## config.mk

```make
export PLATFORM = sky130hd
export DESIGN_NAME = serial_adder_ctrl
export DESIGN_NICKNAME = d
export VERILOG_FILES = /design/src/rtl/serial_adder_pkg.sv /design/src/rtl/full_adder_cell.sv /design/src/rtl/serial_adder_ctrl.sv
export SDC_FILE = /design/constraint.sdc
export NUM_CORES = 1
export LEC_CHECK = 0
export BUFFER_PORTS_ARGS = -buffer_cell sky130_fd_sc_hd__buf_2
export CORE_UTILIZATION = 52
export CTS_CLUSTER_SIZE = 8
export DETAILED_ROUTE_END_ITERATION = 10
export PLACE_DENSITY = 0.78
export SLEW_MARGIN = 20
export SYNTH_ARGS = -nofsm -noshare
export SYNTH_HDL_FRONTEND = slang
export SYNTH_SLANG_ARGS = --single-unit
```

## constraint.sdc

```tcl
create_clock -name clk -period 1.5 [get_ports clk]
set_clock_uncertainty 0.05 [all_clocks]
set_input_delay 0 -clock clk [delete_from_list [all_inputs] [get_ports clk]]
set_output_delay 0 -clock clk [all_outputs]
set_load 0.01 [all_outputs]
```

## src/rtl/serial_adder_pkg.sv

```systemverilog
// Shared definitions for the bit-serial adder controller: FSM state encoding
// and the default operand width.
package serial_adder_pkg;

  localparam int WIDTH_DEFAULT = 8;

  typedef enum logic [1:0] {
    IDLE  = 2'd0,
    SHIFT = 2'd1,
    DONE  = 2'd2
  } state_e;

endpackage

```

## src/rtl/full_adder_cell.sv

```systemverilog
// Combinational 1-bit full adder used as the only arithmetic element of the
// serial adder datapath.
module full_adder_cell (
  input  logic A,
  input  logic B,
  input  logic Cin,
  output logic Sum,
  output logic Carry
);

  assign Sum   = A ^ B ^ Cin;
  assign Carry = (A & B) | (A & Cin) | (B & Cin);

endmodule

```

## src/rtl/serial_adder_ctrl.sv

```systemverilog
// Bit-serial adder: on an accepted start, the operands and carry-in are
// captured, then one bit per cycle is summed LSB-first through a single
// full-adder cell. The result appears after WIDTH SHIFT cycles, with a
// one-cycle done pulse in DONE.
//
// Handshake: start is a request that is sampled only while IDLE (busy=0);
// starts seen in SHIFT or DONE are dropped, not queued. done is high for
// exactly one cycle, and sum_out/cout_out are valid from that cycle until the
// next start is accepted.
module serial_adder_ctrl
  import serial_adder_pkg::*;
#(
  parameter int WIDTH = WIDTH_DEFAULT
) (
  input  logic             clk,
  input  logic             rst,
  input  logic             start,
  input  logic [WIDTH-1:0] a_in,
  input  logic [WIDTH-1:0] b_in,
  input  logic             cin_in,
  output logic [WIDTH-1:0] sum_out,
  output logic             cout_out,
  output logic             busy,
  output logic             done,
  output state_e           dbg_state_o
);

  localparam int CW = $clog2(WIDTH);
  localparam logic [CW-1:0] LAST_CNT = CW'(WIDTH - 1);

  state_e           state_q, state_d;
  logic [WIDTH-1:0] a_q, a_d;
  logic [WIDTH-1:0] b_q, b_d;
  logic [WIDTH-1:0] sum_q, sum_d;
  logic             carry_q, carry_d;
  logic [CW-1:0]    cnt_q, cnt_d;

  logic fa_sum;
  logic fa_carry;
  logic last_bit;

  assign last_bit = (cnt_q == LAST_CNT);

  full_adder_cell u_fa (
    .A     (a_q[0]),
    .B     (b_q[0]),
    .Cin   (carry_q),
    .Sum   (fa_sum),
    .Carry (fa_carry)
  );

  // Next-state logic for the IDLE -> SHIFT -> DONE -> IDLE sequence.
  always_comb begin
    state_d = state_q;
    case (state_q)
      IDLE:    if (start) state_d = SHIFT;
      SHIFT:   if (last_bit) state_d = DONE;
      DONE:    state_d = IDLE;
      default: state_d = IDLE;
    endcase
  end

  // Datapath next values: load on accept, shift and accumulate while in SHIFT.
  // The result registers are left alone otherwise so they hold after done.
  always_comb begin
    a_d     = a_q;
    b_d     = b_q;
    sum_d   = sum_q;
    carry_d = carry_q;
    cnt_d   = cnt_q;
    case (state_q)
      IDLE: begin
        if (start) begin
          a_d     = a_in;
          b_d     = b_in;
          carry_d = cin_in;
          cnt_d   = '0;
        end
      end
      SHIFT: begin
        a_d     = a_q >> 1;
        b_d     = b_q >> 1;
        carry_d = fa_carry;
        sum_d   = {fa_sum, sum_q[WIDTH-1:1]};
        // Hold on the final bit so the counter never wraps.
        cnt_d   = last_bit ? cnt_q : cnt_q + CW'(1);
      end
      default: ;
    endcase
  end

  // State and datapath registers with synchronous reset.
  always_ff @(posedge clk) begin
    if (rst) begin
      state_q <= IDLE;
      a_q     <= '0;
      b_q     <= '0;
      sum_q   <= '0;
      carry_q <= 1'b0;
      cnt_q   <= '0;
    end else begin
      state_q <= state_d;
      a_q     <= a_d;
      b_q     <= b_d;
      sum_q   <= sum_d;
      carry_q <= carry_d;
      cnt_q   <= cnt_d;
    end
  end

  // The carry flop holds the final carry once SHIFT completes.
  assign sum_out     = sum_q;
  assign cout_out    = carry_q;
  assign busy        = (state_q != IDLE);
  assign done        = (state_q == DONE);
  assign dbg_state_o = state_q;

endmodule

```

==> summary.md, run 1 <==
| Metric | Value |
|---|---|
| Status | finished clean |
| Switching share of total power | between 20% and 30% |
| Area of the core | around 2500 sq um |
| Yosys top cell area share | around 43% |
| Crit path depth | 4 |
| Die ar. | 2910 sq um |
| CP Max Fanout | 11 |
| Relative slew slack | approximately three fifths |
| IO Pins | 33 |
| Sequential power share | around 53% |
| Critical path class | reg2out |
| Clock sink total | 30 |
| Mapped Nets | approximately 170 |
| Final #Nets | between 200 and 250 |
| First-pass GRT wire length | around 4.7 mm |
| CP Cell Sequence | buf_4, nor2_1, inv_1, buf_2 |
| Worst setup SP type | flip-flop |
| Postcts setup bufs | 0 |
| Routability congestion estimate | just over 0.7 |
| CP arrival | between 1 and 1.5 ns |
| TritonCTS clock tree | built |
| Worst slew pin tran | 0.628 ns |
| Die height | 53.9 um |
| Setup TNS | 0 ns |
| Clock root cell | clkbuf_4 |
| DR DRC count | 0 |
| CP bufs+invs | 3 |
| Max_cap viols | 0 |
| Slew Limit Fails | 0 |
| Minimum clock period | about 1.3 ns |
| Area growth syn-to-layout | 21.8% |
| Vias in the first global route | 1076 |
| Hold path depth | 3 |
| Die width | around 54 um |
| NetSw | approximately 0.00046 W |
| Synth top area cells | dfxtp_1 43%, a211oi_2 8.9%, nand2_1 5.1% |
| Worst path required time | approximately 1.5 ns |
| Ys Warns | 0 |
| Post-synthesis cell count | 150 |
| Clock Power Share | between 20% and 30% |
| N_diodes | 0 |
| Max Clock Freq | 745 MHz |
| Vias per cell | ~5.6 |
| Pin count of the biggest net entering global routing | 31 |
| Grt total ovfl | 0 |
| Kind of end point of the critical path | output pin |
| #FFs+latches synth | 30 |
| Initial Util | approximately 56% |
| Total Wirelength | between 2 and 3 mm |
| # setup viols final | 0 |
| DR vias | 1242 |
| EDFF count, synth | 0 |
| CP peak stage delay | between 0.4 and 0.5 ns |
| Logic pwr share | 17.1% |
| Max Root-Sink Buffers | 2 |
| Unrepaired setup endpoints after global routing | no |
| Initial antenna violation count | 0 |
| DRT iter0 DRCs | 17 |
| Critical Path Source | dbg_state_o[0] |
| Post-synth top cells | 30 x dfxtp_1, 19 x nand2_1, 15 x nor2_1 |
| Power Dens Cells | 979 nW/um^2 |
| Hold_sp | b_in[1] |
| Avg WL per Cell | 12.9 um |
| Leak | between 0.6 and 0.7 nW |
| Crit-path leading delay family | flip-flops |
| Crit path max-delay cell type | dfxtp_1 |
| CTS buffer count | 5 |
| Port bufs | 32 |
| Sequential fraction of the synthesis area | between 40 and 50% |
| Reg2Reg Depth | 4 |
| R2R Path Start | dbg_state_o[0] |
| Synth Flop Type | dfxtp_1 |
| Avg Inst Size Synth | slightly above 9 sq um |
| Share of layout cells above drive strength 1 | between 30% and 40% |
| Tot GR Track Use | 23.1% |
| Post-DP HPWL | 1.87 mm |
| Clk slew on worst S/H paths | 0.09 ns |
| Asr flop ratio synth | 0% |
| Final Hold Fails | 0 |
| Period utilisation layout | 89.5% |
| Cell with the most instances after synthesis | dfxtp_1 |
| Std-Cell Rows | 18 |
| CTS HTree Levels | 2 |
| Mapped cell area | between 1000 and 1500 sq um |
| 1st-pass router iterations | 4 |
| Dominant cell type by area after synthesis | dfxtp_1 |
| Worst vdd rail ir drop | around 860 uV |
| Yosys cell types | 29 |
| Dpl cell area | roughly 1500 sq um |
| Final ANT Viol Nets | 0 |
| Int Pwr | between 0.001 and 0.0015 W |
| Final Instance Area | between 1500 and 2000 sq um |
| Hold Crit Class | in2reg |
| Clk Latency, worst-skew pair | ~0.33 ns |
-- metrics by stage --
step | worst slack (ns) | total power, W | util [%] | hold slack, ns | instances
CTS | 0.0707 | 0.00168 | 67.3 | 0.00350 | 222
detailed placement | 0.111 | 0.00117 | 60.5 | 0.230 | 203
floorplan | 0.242 | 0.00112 | - | 0.122 | 150
global route | 0.0277 | 0.00176 | 67.7 | 0.00529 | 222
global placement | 0.214 | 0.00116 | 60.5 | 0.216 | 203
finish | 0.158 | 0.00167 | 67.7 | 0.00716 | 222
-- worst min-delay path, delay by kind of cell --
kind	cells	cell delay, ns
AO/OA/AOI/OAI	2	0.24
buffers and inverters	1	0.10
-- power by group through the flow --
| stage | registers (W) | logic [W] | clock network [W] |
|---|---|---|---|
| 5_1_grt | 0.000896 | 0.000315 | 0.000553 |
| 4_1_cts | 0.000888 | 0.000285 | 0.000508 |
| 2_1_floorplan | 0.000900 | 0.000216 | 0 |
| 3_3_place_gp | 0.000903 | 0.000253 | 0 |
| 3_5_place_dp | 0.000906 | 0.000262 | 0 |
| 6_report | 0.000888 | 0.000285 | 0.000497 |
-- final timing paths --
check	end	slack, ns
max	busy	0.16
min reg2reg	sum_out[0]	0.41
max reg2reg	cnt_q[0]	0.16
min	b_q[1]	0.007
-- per-layer routing --
metal  up-vias  part of all wire (%)  track usage, %  routed length, um
met5         -                     0               0                  0
met4         0                   2.0            10.5                 56
met3         7                   5.7            8.76                164
met2        35                    47            36.2               1330
met1       582                    46            27.7               1310
li1        618                     -               -                  -
-- final cells by class --
type	count	area, sq um
Clock buffer	7	55.1
Clock inverter	1	5.00
Fill cell	217	816
Inverter	3	11.3
Multi-Input combinational cell	104	696
Sequential cell	30	602
Tap cell	30	37.5
Timing Repair Buffer	47	300
-- cell families after synthesis --
group / after synthesis / share of synthesized area, %
fa+ha+maj: 3 / 3.21
flops: 30 / 42.9
buf+inv: 16 / 8.12
compound gates: 47 / 27.1
simple gates: 54 / 18.7
-- cell usage in the layout (no fill, tap or decap), types with 3 or more instances in the layout --
cell type      instances
buf_2                 32
dfxtp_1               29
a31oi_1                3
dlygate4sd3_1         11
a21oi_1                9
a211oi_1               5
buf_4                  4
nor2_2                10
o2bb2ai_1              5
o22ai_1               10
a211oi_2              10
nand2_1               19
nor2_1                15
nand3_1                4
clkbuf_4               5
-- repair_timing --
action | 4_1_cts | 5_1_grt
gates resized for setup | 0 | 3
hold buffers | 11 | 0
setup endpoints to repair | 0 | 2
hold endpoints to repair | 11 | 0
-- state kept, by name, summed over array words and instances (netlist names) --
name / count
a_q: 8
sum_out: 8
cout_out: 1
dbg_state_o: 2
b_q: 8
cnt_q: 3
No activity file was read; power rests on OpenSTA's default activity.
==> run 2, diff against run 1 <==
Settings changed: PLACE_DENSITY 0.78 to 0.86.
==> run 2 against run 1 <==
Critical endpoint is now cnt_q[0]. Count of clock-buffer cells in the layout is the same. Fmax shrank 4.9%. Via count shrank 0.72%. Combinational power shrank 1%. Sequential power is essentially flat. Largest cell class unchanged. Utilization shrank 1.9 points. Highest routed layer unchanged.
==> summary.md, run 2 (same netlist as run 1, synthesis figures left out) <==
| Metric | Value |
|---|---|
| Clk slew on worst S/H paths | 0.09 ns |
| Hold Crit Class | in2reg |
| Pin count of the biggest net entering global routing | 31 |
| Vias in the first global route | 1124 |
| Worst path required time | roughly 1.7 ns |
| Max_cap viols | 0 |
| Final ANT Viol Nets | 0 |
| Final #Nets | between 200 and 250 |
| Avg WL per Cell | roughly 14 um |
| Worst setup SP type | flip-flop |
| CP peak stage delay | approximately 0.35 ns |
| Leak | ~0.67 nW |
| Power Dens Cells | approximately 1000 nW/um^2 |
| IO Pins | 33 |
| Die height | roughly 54 um |
| Std-Cell Rows | 18 |
| Share of layout cells above drive strength 1 | 36.4% |
| Final Util | 65.8% |
| Initial antenna violation count | 0 |
| Worst slew pin tran | 0.630 ns |
| CP Max Fanout | 7 |
| Die width | ~54 um |
| Setup TNS | 0 ns |
| DR vias | ~1200 |
| DRT iter0 DRCs | 17 |
| CP Cell Sequence | ha_1, ha_1, nor4b_2, a31oi_1, a21oi_1 |
| N_diodes | 0 |
| Post-DP HPWL | ~2 mm |
| Most common cell after layout, fill and taps aside | buf_2 |
| CP arrival | about 1.6 ns |
| Commonest cells after routing, fill and taps aside | 32 x buf_2, 30 x dfxtp_1, 19 x nand2_1, 15 x nor2_1 |
| Slew Limit Fails | 0 |
| Area of the core | ~2500 sq um |
| Critical path class | reg2reg |
| CTS buffer count | 5 |
| Max Root-Sink Buffers | 2 |
| Non-Filler Instances | 217 |
| First-pass GRT wire length | roughly 4.6 mm |
| Most common cell on crit path | ha_1 |
| Kind of end point of the critical path | flip-flop |
| Placed insts | 201 |
| Routability congestion estimate | approximately 0.74 |
| Port bufs | 32 |
| Area growth syn-to-layout | 18.4% |
| Grt total ovfl | 0 |
| # setup viols final | 0 |
| Vias per cell | around 5.7 |
| 1st-pass router iterations | 4 |
| Unrepaired setup endpoints after global routing | no |
| Die ar. | slightly below 3000 sq um |
| TritonCTS clock tree | built |
| CTS HTree Levels | 2 |
| Period utilisation layout | a little over nine tenths |
| Total Wirelength | 2.95 mm |
| Minimum clock period | between 1 and 1.5 ns |
| Clock sink total | 30 |
| DR DRC count | 0 |
| Worst vdd rail ir drop | around 900 uV |
| Max Clock Freq | between 700 and 800 MHz |
| Tot GR Track Use | a little under a quarter |
| Final Hold Fails | 0 |
| Clock root cell | clkbuf_4 |
| Initial Util | a little under three fifths |
| Relative slew slack | between 50% and 60% |
| Clk Latency, worst-skew pair | 0.32 ns |
| Crit path max-delay cell type | dfxtp_1 |
| Status | finished clean |
==> run 2: per-stage QoR <==
stage	setup slack (ns)	power (W)	cell area (sq um)	hold slack (ns)
after floorplan	0.242	0.00112	1400	0.122
after global placement	0.199	0.00116	1510	0.211
after detailed placement	0.0700	0.00117	1510	0.231
after CTS	0.0534	0.00167	1650	0.00255
after global routing	0.00694	0.00174	1660	0.00251
final	0.0885	0.00166	1660	0.00144
==> run 2: layout make-up <==
cell class	instances	area, sq um
Clock inverter	1	5.00
Tap cell	30	37.5
Clock buffer	7	55.1
Sequential cell	30	601
Timing Repair Buffer	42	253
Inverter	3	15.0
Multi-Input combinational cell	104	693
Fill cell	212	863
==> run 2: repair_timing <==
action	in CTS	in global routing
resized for setup	1	1
cloned	0	0
setup buffers	1	0
endpoints found under the setup margin	1	1
endpoints found under the hold margin	7	0
hold buffers	7	0
==> run 2: worst max-delay path, delay by kind of cell (launching register included) <==
kind / cells / cell delay, ns
DFF: 1 / 0.35
adders and majority gates: 2 / 0.47
AOI/OAI and AO/OA: 2 / 0.21
and+or+nand+nor: 1 / 0.26
==> run 2: final timing paths <==
kind              startpoint  cells past startpoint  slack, ns          to
setup / recovery    cnt_q[0]                      5       0.09    cnt_q[0]
hold reg to reg   sum_out[0]                      2       0.41  sum_out[0]
setup reg to reg    cnt_q[0]                      5       0.09    cnt_q[0]
hold / removal       b_in[5]                      3      0.001      b_q[5]
==> run 2: report_power, final <==
group          internal [W]  switching, W
registers          0.000849     0.0000411
logic              0.000130      0.000150
clock network      0.000227      0.000258
==> run 2: routing by layer <==
layer / routed length (um) / share of wire (%) / vias to the layer above / track usage (%)
li1: - / - / 607 / -
met1: 1230 / 42 / 581 / 24.0
met4: 37 / 1.3 / 0 / 11.4
met3: 141 / 4.8 / 6 / 5.93
met5: 0 / 0 / - / 0
met2: 1540 / 52 / 39 / 41.2
==> run 3, diff against run 2 <==
Settings changed: ABC_AREA set to 1, PLACE_DENSITY 0.86 to 0.85, SYNTH_HIERARCHICAL set to 1.
==> run 3 against run 2 <==
Sequential share of layout area decreased by 2.7 points. Final cell count up 29%. Largest power group unchanged. Fmax increased by 6.3%. Critical path depth up 1. Area after synthesis up 3.2%. Non-clock buffer count up 11. Routed wire length is 5.4% higher. Global-route usage rose by 1.0 points. Count of clock-buffer cells in the layout stayed put. Critical path type unchanged. Sequential cell count did not move. Power down 3.1%. Utilization rose by 4.6 points.
==> summary.md, run 3 <==
| Metric | Value |
|---|---|
| Period utilisation layout | between 80 and 90% |
| Die ar. | 3000 sq um |
| CTS resizes | 0 |
| Max Used Layer | met4 |
| Worst path required time | between 1.5 and 2 ns |
| Switching share of total power | between 20% and 30% |
| TritonCTS clock tree | built |
| FF-to-FF End | cnt_q[0] |
| Synth top area cells | dfxtp_1 42%, nand3_1 12%, nor2_1 9.9% |
| Most common cell after layout, fill and taps aside | nor2_1 |
| Placed insts | between 200 and 300 |
| Commonest cells after routing, fill and taps aside | 38 x nor2_1, 36 x nand2_1, 34 x nand3_1, 32 x buf_2, 30 x dfxtp_1 |
| Area of the multi-input gates | approximately 650 sq um |
| Crit path depth | 6 |
| Asr flop ratio synth | 0% |
| Leak | 0.894 nW |
| IO Pins | 33 |
| Setup TNS | 0 ns |
| Grt total ovfl | 0 |
| CP bufs+invs | 0 |
| Final Hold Fails | 0 |
| Hold bufs inserted after CTS | 18 |
| Cell with the most instances after synthesis | nor2_1 |
| Minimum clock period | about 1.3 ns |
| Final #Nets | 272 |
| Crit-path leading delay family | adder cells |
| Fillers | 229 |
| Kind of end point of the critical path | flip-flop |
| First-pass GRT wire length | 4.85 mm |
| Initial Util | between 50% and 60% |
| CTS HTree Levels | 2 |
| 1st-pass router iterations | 4 |
| DR vias | about 1400 |
| Area growth syn-to-layout | 23.9% |
| Sequential power share | a little over half |
| Worst setup SP type | flip-flop |
| CP Max Fanout | 4 |
| Yosys cell types | 23 |
| Relative slew slack | 71.6% |
| Total Wirelength | about 3.1 mm |
| Port bufs | 32 |
| Tot GR Track Use | 23.8% |
| Met3 Wirelength | between 200 and 250 um |
| Postcts setup bufs | 0 |
| Final ANT Viol Nets | 0 |
| Ys Warns | 6 |
| Non-Filler Instances | 279 |
| Sequential fraction of the synthesis area | approximately 42% |
| Unrepaired setup endpoints after global routing | no |
| Std-Cell Rows | 18 |
| Die width | about 55 um |
| CP peak stage delay | roughly 0.33 ns |
| Worst slew pin tran | 0.425 ns |
| Logic pwr share | approximately 18% |
| Mapped Nets | around 220 |
| Reg2Reg Depth | 6 |
| Pin count of the biggest net entering global routing | 23 |
| Clock sink total | 30 |
| Max Clock Freq | ~750 MHz |
| CTS buffer count | 5 |
| # setup viols final | 0 |
| Max Root-Sink Buffers | 2 |
| NetSw | 0.000452 W |
| Routed wl met2 | about 1.4 mm |
| N_diodes | 0 |
| Int Pwr | ~0.0012 W |
| Slew Limit Fails | 0 |
| EDFF count, synth | 0 |
| Post-synth top cells | 38 x nor2_1, 36 x nand2_1, 34 x nand3_1, 30 x dfxtp_1, 22 x inv_1 |
| Dominant cell type by area after synthesis | dfxtp_1 |
| Initial antenna violation count | 0 |
| Routability congestion estimate | about 0.76 |
| Post-DP HPWL | 2.02 mm |
| Register area | between 600 and 700 sq um |
| Mapped cell area | 1450 sq um |
| Clock Power Share | 27.4% |
| DRT iter0 DRCs | 37 |
| DR DRC count | 0 |
| Critical Path Source | cnt_q[0] |
| Worst vdd rail ir drop | 606 uV |
| Die height | between 50 and 60 um |
| Synth Flop Type | dfxtp_1 |
| #FFs+latches synth | 30 |
| CP Cell Sequence | ha_1, ha_1, nand2_1, nand3_1, nand2_1, a21oi_1 |
| Post-synthesis cell count | 201 |
| Area of the core | 2540 sq um |
| Avg Inst Size Synth | between 7 and 8 sq um |
| Avg WL per Cell | ~11 um |
| Clock root cell | clkbuf_4 |
| Vias in the first global route | around 1200 |
| Worst setup margin | 0.172 ns |
| Share of layout cells above drive strength 1 | around a fifth |
| Vias per cell | between 5 and 6 |
| Pre-CTS WS | ~0.21 ns |
| FF-to-FF setup slack | around 0.17 ns |
| Clk slew on worst S/H paths | 0.09 ns |
| Status | finished clean |
| Clk Latency, worst-skew pair | between 0.3 and 0.4 ns |
| Wl on met1 | between 1 and 1.5 mm |
| CP arrival | roughly 1.5 ns |
| Max_cap viols | 0 |
| Critical path class | reg2reg |
| Hold Crit Class | in2reg |
| Crit path max-delay cell type | dfxtp_1 |
| R2R Path Start | cnt_q[0] |
| CP Capture Point | cnt_q[0] |
| Yosys top cell area share | approximately 42% |
| Power Dens Cells | slightly below 900 nW/um^2 |
==> run 3: changes by cell type after synthesis, moves of 3 or more <==
cell and change:
a211oi_2 -10, nand4_1 +3, o21ai_0 +8, nand3_1 +30, nor2_2 -8, o22ai_1 -10
o2bb2ai_1 -5, nand2_1 +17, a211oi_1 -5, inv_1 +20, nor2_1 +23, a21oi_1 -3
a31oi_1 -3
==> run 3: logic make-up (layout without fill, tap and decap cells) <==
logic type,after synthesis,in the layout,synth area share [%]
adder cells (fa/ha/maj),3,3,3.11
AO/OA/AOI/OAI,14,14,4.84
AND/OR/NAND/NOR,118,118,37.2
flip-flops,30,30,41.5
buffers and inverters,36,84,13.3
==> run 3: cell type report <==
cell class,count,share of cell area [%]
Multi-Input combinational cell,135,36.5
Sequential cell,30,33.5
Timing Repair Buffer,53,20.3
Inverter,24,5.17
Clock buffer,7,2.51
Tap cell,30,2.09
==> run 3: metrics by stage <==
stage	utilization (%)	instance area (sq um)	hold slack, ns	power, W
3_3_place_gp	61.6	1570	0.212	0.00114
4_1_cts	70.4	1790	0.118	0.00161
5_1_grt	70.4	1790	0.155	0.00169
2_1_floorplan	-	1450	0.0927	0.00108
3_5_place_dp	61.6	1570	0.229	0.00114
6_report	70.4	1790	0.131	0.00160
==> run 3: power groups by stage <==
stage	Clock (W)	Sequential (W)	Combinational, W
after detailed placement	0	0.000895	0.000249
final	0.000440	0.000877	0.000287
after global routing	0.000484	0.000884	0.000321
after floorplan	0	0.000897	0.000186
after CTS	0.000453	0.000877	0.000284
after global placement	0	0.000895	0.000241
==> run 3: worst min-delay path, stage by stage <==
cell	delay, ns
buf_2	0.21
nand3_1	0.12
nand3_1	0.07
nand2_1	0.05
inv_1	0.03
==> run 3: worst min path at each step <==
stage / startpoint / endpoint / slack [ns] / cells after the start
floorplan: a_in[7] / a_q[7] / 0.09 / 2
global placement: a_in[7] / a_q[7] / 0.21 / 3
detailed placement: a_in[7] / a_q[7] / 0.23 / 3
CTS: start / b_q[5] / 0.12 / 5
global route: start / b_q[4] / 0.15 / 5
finish: start / b_q[5] / 0.13 / 5
==> run 3: layer usage <==
layer,vias to the layer above,GRT usage (%)
li1,724,-
met3,7,9.17
met1,616,28.7
met5,-,0
met2,54,37.1
met4,0,10.3
